**src/rtl/mem_stage_lsu.sv**
```systemverilog
// MEM-stage load/store unit: steers store lanes onto a req/ack data bus,
// extracts and extends load data, flags misaligned accesses and stalls the
// upstream pipeline while a bus access is outstanding.
module mem_stage_lsu #(
   parameter int unsigned TIMEOUT_CYCLES = 16
) (
   input  logic        clk,
   input  logic        reset,
   input  logic        pipe_hold_i,
   input  logic [31:0] ALU_res_in,
   input  logic [31:0] store_data_in,
   input  logic [4:0]  rd_in,
   input  logic        RegWrite_in,
   input  logic        MemRead_in,
   input  logic        MemWrite_in,
   input  logic        MemToReg_in,
   input  logic [6:0]  opcode_in,
   input  logic [31:0] pc_plus_4_in,
   input  logic [31:0] instr_in,
   output logic        dmem_req,
   output logic        dmem_we,
   output logic [31:0] dmem_addr,
   output logic [3:0]  dmem_be,
   output logic [31:0] dmem_wdata,
   input  logic        dmem_ack,
   input  logic [31:0] dmem_rdata,
   output logic        mem_stall,
   output logic [31:0] wb_data,
   output logic [4:0]  rd_out,
   output logic        RegWrite_out,
   output logic        misalign_err,
   output logic        bus_err
);

   typedef enum logic [1:0] {IDLE, BUSY, DONE} state_t;

   // Last BUSY count value before the access is abandoned.
   localparam logic [7:0] TO_LAST = 8'(TIMEOUT_CYCLES - 1);

   state_t      state_q, state_d;
   logic        req_q, req_d;
   logic        we_q, we_d;
   logic [31:0] addr_q, addr_d;
   logic [3:0]  be_q, be_d;
   logic [31:0] wdata_q, wdata_d;
   logic [31:0] rdata_q, rdata_d;
   logic [7:0]  cnt_q, cnt_d;
   logic        bus_err_q, bus_err_d;
   logic        to_q, to_d;

   logic [2:0]  funct3;
   logic        mem_op;
   logic        misal;
   logic        access;
   logic [3:0]  be_c;
   logic [31:0] wdata_c;
   logic [7:0]  ld_byte;
   logic [15:0] ld_half;
   logic [31:0] ld_data;
   logic        unused_instr;

   assign funct3       = instr_in[14:12];
   assign mem_op       = MemRead_in | MemWrite_in;
   assign access       = mem_op & ~misal;
   assign unused_instr = &{1'b0, instr_in[31:15], instr_in[11:0]};

   // Alignment rule per access size: halfwords need an even address, words a 4-byte one.
   always_comb begin
      // NOTE: every signal assigned in always_comb gets a default first, otherwise a latch is inferred.
      misal = 1'b0;
      case (funct3)
         3'b001, 3'b101: misal = ALU_res_in[0];
         3'b010:         misal = |ALU_res_in[1:0];
         default:        misal = 1'b0;
      endcase
   end

   // Store lane steering: byte enables follow the address, data is replicated across lanes.
   always_comb begin
      be_c    = 4'b1111;
      wdata_c = store_data_in;
      case (funct3)
         3'b000: begin
            be_c    = 4'b0001 << ALU_res_in[1:0];
            wdata_c = {4{store_data_in[7:0]}};
         end
         3'b001: begin
            be_c    = ALU_res_in[1] ? 4'b1100 : 4'b0011;
            wdata_c = {2{store_data_in[15:0]}};
         end
         default: begin
            be_c    = 4'b1111;
            wdata_c = store_data_in;
         end
      endcase
   end

   // Load extraction: pick the addressed lane of the captured word and extend it.
   always_comb begin
      ld_byte = rdata_q[{ALU_res_in[1:0], 3'b000} +: 8];
      ld_half = ALU_res_in[1] ? rdata_q[31:16] : rdata_q[15:0];
      case (funct3)
         3'b000:  ld_data = {{24{ld_byte[7]}}, ld_byte};
         3'b100:  ld_data = {24'h0, ld_byte};
         3'b001:  ld_data = {{16{ld_half[15]}}, ld_half};
         3'b101:  ld_data = {16'h0, ld_half};
         default: ld_data = rdata_q;
      endcase
   end

   // Access sequencer: issue in IDLE, wait for ack or timeout in BUSY, park in DONE until released.
   always_comb begin
      state_d   = state_q;
      req_d     = req_q;
      we_d      = we_q;
      addr_d    = addr_q;
      be_d      = be_q;
      wdata_d   = wdata_q;
      rdata_d   = rdata_q;
      cnt_d     = cnt_q;
      bus_err_d = 1'b0;
      to_d      = to_q;
      case (state_q)
         IDLE: begin
            if (access) begin
               state_d = BUSY;
               req_d   = 1'b1;
               we_d    = MemWrite_in;
               addr_d  = {ALU_res_in[31:2], 2'b00};
               be_d    = be_c;
               wdata_d = wdata_c;
               cnt_d   = 8'd0;
               to_d    = 1'b0;
            end
         end
         BUSY: begin
            if (dmem_ack) begin
               rdata_d = dmem_rdata;
               req_d   = 1'b0;
               state_d = DONE;
            end else if (cnt_q == TO_LAST) begin
               rdata_d   = 32'h0;
               req_d     = 1'b0;
               bus_err_d = 1'b1;
               to_d      = 1'b1;
               state_d   = DONE;
            end else begin
               cnt_d = cnt_q + 8'd1;
            end
         end
         DONE: begin
            if (!pipe_hold_i) begin
               state_d = IDLE;
               to_d    = 1'b0;
            end
         end
         default: state_d = IDLE;
      endcase
   end

   // State and registered bus outputs; reset abandons any access in flight.
   always_ff @(posedge clk or posedge reset) begin
      if (reset) begin
         state_q   <= IDLE;
         req_q     <= 1'b0;
         we_q      <= 1'b0;
         addr_q    <= 32'h0;
         be_q      <= 4'h0;
         wdata_q   <= 32'h0;
         rdata_q   <= 32'h0;
         cnt_q     <= 8'd0;
         bus_err_q <= 1'b0;
         to_q      <= 1'b0;
      end else begin
         // NOTE: sequential state uses non-blocking assignments so all flops update together.
         state_q   <= state_d;
         req_q     <= req_d;
         we_q      <= we_d;
         addr_q    <= addr_d;
         be_q      <= be_d;
         wdata_q   <= wdata_d;
         rdata_q   <= rdata_d;
         cnt_q     <= cnt_d;
         bus_err_q <= bus_err_d;
         to_q      <= to_d;
      end
   end

   assign dmem_req     = req_q;
   assign dmem_we      = we_q;
   assign dmem_addr    = addr_q;
   assign dmem_be      = be_q;
   assign dmem_wdata   = wdata_q;
   assign bus_err      = bus_err_q;
   assign rd_out       = rd_in;
   assign misalign_err = mem_op & misal;
   assign mem_stall    = access & (state_q != DONE);
   assign RegWrite_out = RegWrite_in & ~(mem_op & misal) & ~(to_q & (state_q == DONE));
   assign wb_data      = (opcode_in == 7'b1101111 || opcode_in == 7'b1100111) ? pc_plus_4_in :
                         MemToReg_in ? ld_data : ALU_res_in;

endmodule

```
**config.mk**
```make
export PLATFORM = sky130hd
export DESIGN_NAME = mem_stage_lsu
export DESIGN_NICKNAME = d
export VERILOG_FILES = /design/src/rtl/mem_stage_lsu.sv
export SDC_FILE = /design/constraint.sdc
export NUM_CORES = 1
export LEC_CHECK = 0
export CORE_ASPECT_RATIO = 1.1
export CORE_MARGIN = 3
export CORE_UTILIZATION = 38
export CTS_BUF_LIST = sky130_fd_sc_hd__clkbuf_8
export DETAILED_ROUTE_END_ITERATION = 12
export PLACE_DENSITY = 0.77
export SLEW_MARGIN = 20
export SYNTH_ARGS = -nofsm -noshare
export SYNTH_HDL_FRONTEND = slang
export SYNTH_SLANG_ARGS = --single-unit
```
**constraint.sdc**
```tcl
create_clock -name clk -period 3.4 [get_ports clk]
set_input_delay 0.51 -clock clk [delete_from_list [all_inputs] [get_ports clk]]
set_output_delay 0.51 -clock clk [all_outputs]
set_load 0.02 [all_outputs]
```
==> results.md <==
* Status: complete, no violations
* DRT Pass-1 Iters at 4
* Initial Utilization at 0.391
* EDFF count, synth at 0
* Total power at 0.00665 W
* Cell Pwr Density at around 730 mW/mm^2
* Vias after detailed routing at around 5.5k
* Net Sw Frac at 0.375
* Layout Skew at 0.0130 ns
* Slew margin rel. at 0.571
* Worst-margin pin slew at between 0.6 and 0.7 ns
* Cell row count at 47
* Worst-path clk slew at 0.10 ns
* Chip height at roughly 140 microns
* Worst Hold Path EP: dmem_req
* Critical path arrival at 2.83 ns
* Detailed Place HPWL at about 15 mm
* IO Pins at around 290
* Uppermost layer routed: met4
* Final Cycle Share at 0.982
* Largest stage delay, worst path at about 0.56 ns
* Post-CTS Hold Buffers at 0
* ANT cells at 0
* Antenna violations before repair at 0
* Root Buffer: clkbuf_8
* Layout cell share with drive strength beyond 1 at 0.168
* Vias in the first global route at between 5k and 6k
* Metal3 WL at 1.42 mm
* Detailed Route Iter0 Violations at 251
* Hold depth at 1
* Synth Instances at 577
* GRT Total Usage at 0.220
* Share of power burned in registers at 0.358
* Synthesis Warnings at 0
* Final #Nets at between 1k and 1.5k
* Average cell area after synthesis at 10.3 sq um
* Hold Slack at 0.494 ns
* Minimum clock period at between 3 and 4 ns
* Worst Path Max Fanout at 4
* Die Wd at about 130 microns
* Synthesis-to-layout area growth at 52.2%
* Crit path capture type: output port
* Hold Vio Cnt, Final at 0
* NetSw at 0.00250 W
* Port buffer count at ~250
* Critical path type: in2out
* Main flop type after synthesis: dfrtp_1
* Final WS setup at ~0.060 ns
* Core area at about 0.015 sq mm
* Reg2reg setup slack at 1.50 ns
* Fraction of registers with async set/reset at 1.00
* Top cells by area, synth: dfrtp_1, mux2_2, a22o_1
* Clk pwr share at 0.134
* Cts bufs inserted at 9
* First-pass GRT wire length at between 20 and 30 mm
* Clk_lat worst skew at 0.39 ns
* Pre-CTS setup slack at -0.0322 ns
* Hold Startpoint: dmem_req
* CP dominant cell by count: clkdlybuf4s50_1
* Max Slew Vio Count at 0
* Fmax at 299 MHz
* Max clock buf depth at 2
* Die ar. at about 0.017 sq mm
* Worst R2R End: rdata_q[6]
* Hold Path Class: reg2reg
* CTS tree: built
* Cells on worst reg2reg path at 5
* Gr ovfl total at 0
* Synth unique cells at 58
* Largest net degree at the start of global routing at roughly 110
* Max_cap viols at 0
* Int Pwr at 0.00416 W
* Worst path required time at approximately 2.9 ns
* CTS H-tree lvls at 3
* Most frequent cells in the layout: clkdlybuf4s50_1, dfrtp_1, mux2_2
* Area leader, netlist: dfrtp_1
* R2r startpoint: cnt_q[5]
* RSZ-0062 raised after global routing: no
* Startpoint class of the critical path: primary input
* Remaining DRCs at 0
* Leak at ~3.8 nW
* Met2 routed WL at between 9 and 10 mm
* Slowest CP cell: mux4_2
* Sequential share of the synthesized area at 0.470
* Placer congestion estimate at 0.913
* Mapped Area at between 0.005 and 0.006 sq mm
* Clock sink count at about 110
* Commonest non-fill, non-tap cell in the layout: clkdlybuf4s50_1
* Antenna-violating nets left at 0
* Comb pwr share at 0.507
* Average routed wire per standard cell at around 19 microns
* Final setup viols at 0
* Via/cell ratio at between 5 and 6
* Synth top area share at 0.470
* Worst VDD drop at between 300 and 400 uV
* DRT met1 WL at a little over 8 mm
* Buffer count from post-CTS setup fixing at 0
* Total wire length at roughly 20 mm
* CP cell instances: clkdlybuf4s50_1 > mux4_2 > a22o_1 > a221oi_2 > nor3_1 > clkdlybuf4s50_1
* Yosys reg bits at approximately 110
per-stage QoR:
stage,cells,TNS (ns),util,cell area [sq um]
2_1_floorplan,578,0,-,5970
3_3_place_gp,1008,-0.0276,0.577,8780
3_5_place_dp,1008,-0.431,0.577,8780
4_1_cts,1024,0,0.591,9000
5_1_grt,1024,0,0.595,9070
6_report,1024,0,0.595,9070
worst max-delay path by stage:
stage | start | end | slack [ns]
after floorplan | instr_in[12] | wb_data[20] | 0.71
after global placement | ALU_res_in[1] | wb_data[8] | -0.03
after detailed placement | ALU_res_in[1] | wb_data[31] | -0.03
after CTS | ALU_res_in[1] | wb_data[26] | 0.00002
after global routing | ALU_res_in[1] | wb_data[12] | 0.008
final | ALU_res_in[1] | wb_data[12] | 0.06
state kept, by name, indices dropped and copies added, names as in the netlist:
| signal | flops |
|---|---|
| dmem_wdata | 32 |
| rdata_q | 32 |
| dmem_addr | 30 |
| cnt_q | 8 |
| dmem_be | 4 |
| state_q | 2 |
| bus_err | 1 |
| dmem_req | 1 |
| dmem_we | 1 |
| to_q | 1 |
cell usage after synthesis (all sizes together), types with 2 or more instances:
library cell / instances
xnor2: 2
a21oi: 17
o21ai: 36
and3: 2
a21o: 2
or3: 5
clkbuf: 28
nand2b: 2
buf: 19
o211ai: 2
a211o: 2
dfrtp: 112
a22o: 33
a32o: 4
a211oi: 25
nand4: 3
nor3: 28
nand3: 6
xor2: 3
nor4: 2
o31ai: 4
a31oi: 7
inv: 10
a221oi: 4
nand2: 41
mux2i: 14
nor3b: 2
nor2: 57
mux2: 76
nor2b: 8
and3b: 2
or2: 4
timing repair:
action,in CTS,in global routing
pin swaps,1,0
setup endpoints to repair,19,16
resized for setup,12,20
routing by layer:
layer / vias up / global-route usage
met3: 29 / 0.0597
met4: 0 / 0.0747
met1: 2653 / 0.268
li1: 2598 / -
met5: - / 0
met2: 211 / 0.379
worst max-delay path: cells and delay by family:
| family | cells | cell delay (ns) |
|---|---|---|
| AO/OA/AOI/OAI | 2 | 0.61 |
| buffers and inverters | 2 | 1.06 |
| multiplexers | 1 | 0.56 |
| AND/OR/NAND/NOR | 1 | 0.09 |
area by class of cell:
class	instances	area (sq um)
fill	1292	6160
multi-input combinational	408	2940
timing repair buffer	281	2820
sequential	112	2800
tap	196	245
clock buffer	9	124
clock inverter	7	95.1
inverter	11	45.0
cells by family after synthesis:
logic type | after synthesis | share of synthesized area
flip-flops | 112 | 0.470
XOR/XNOR | 5 | 0.00735
multiplexers | 91 | 0.175
AO/OA/AOI/OAI | 141 | 0.166
buffers and inverters | 58 | 0.0462
other | 1 | 0.000629
AND/OR/NAND/NOR | 168 | 0.133
adder cells (fa/ha/maj) | 1 | 0.00210
power groups by stage:
stage | logic [W] | registers, W | clock network [W]
floorplan | 0.00141 | 0.00280 | 0
global placement | 0.00338 | 0.00237 | 0
detailed placement | 0.00342 | 0.00240 | 0
CTS | 0.00342 | 0.00238 | 0.000928
global route | 0.00360 | 0.00246 | 0.000976
finish | 0.00337 | 0.00238 | 0.000894
(Power assumes the default switching activity.)
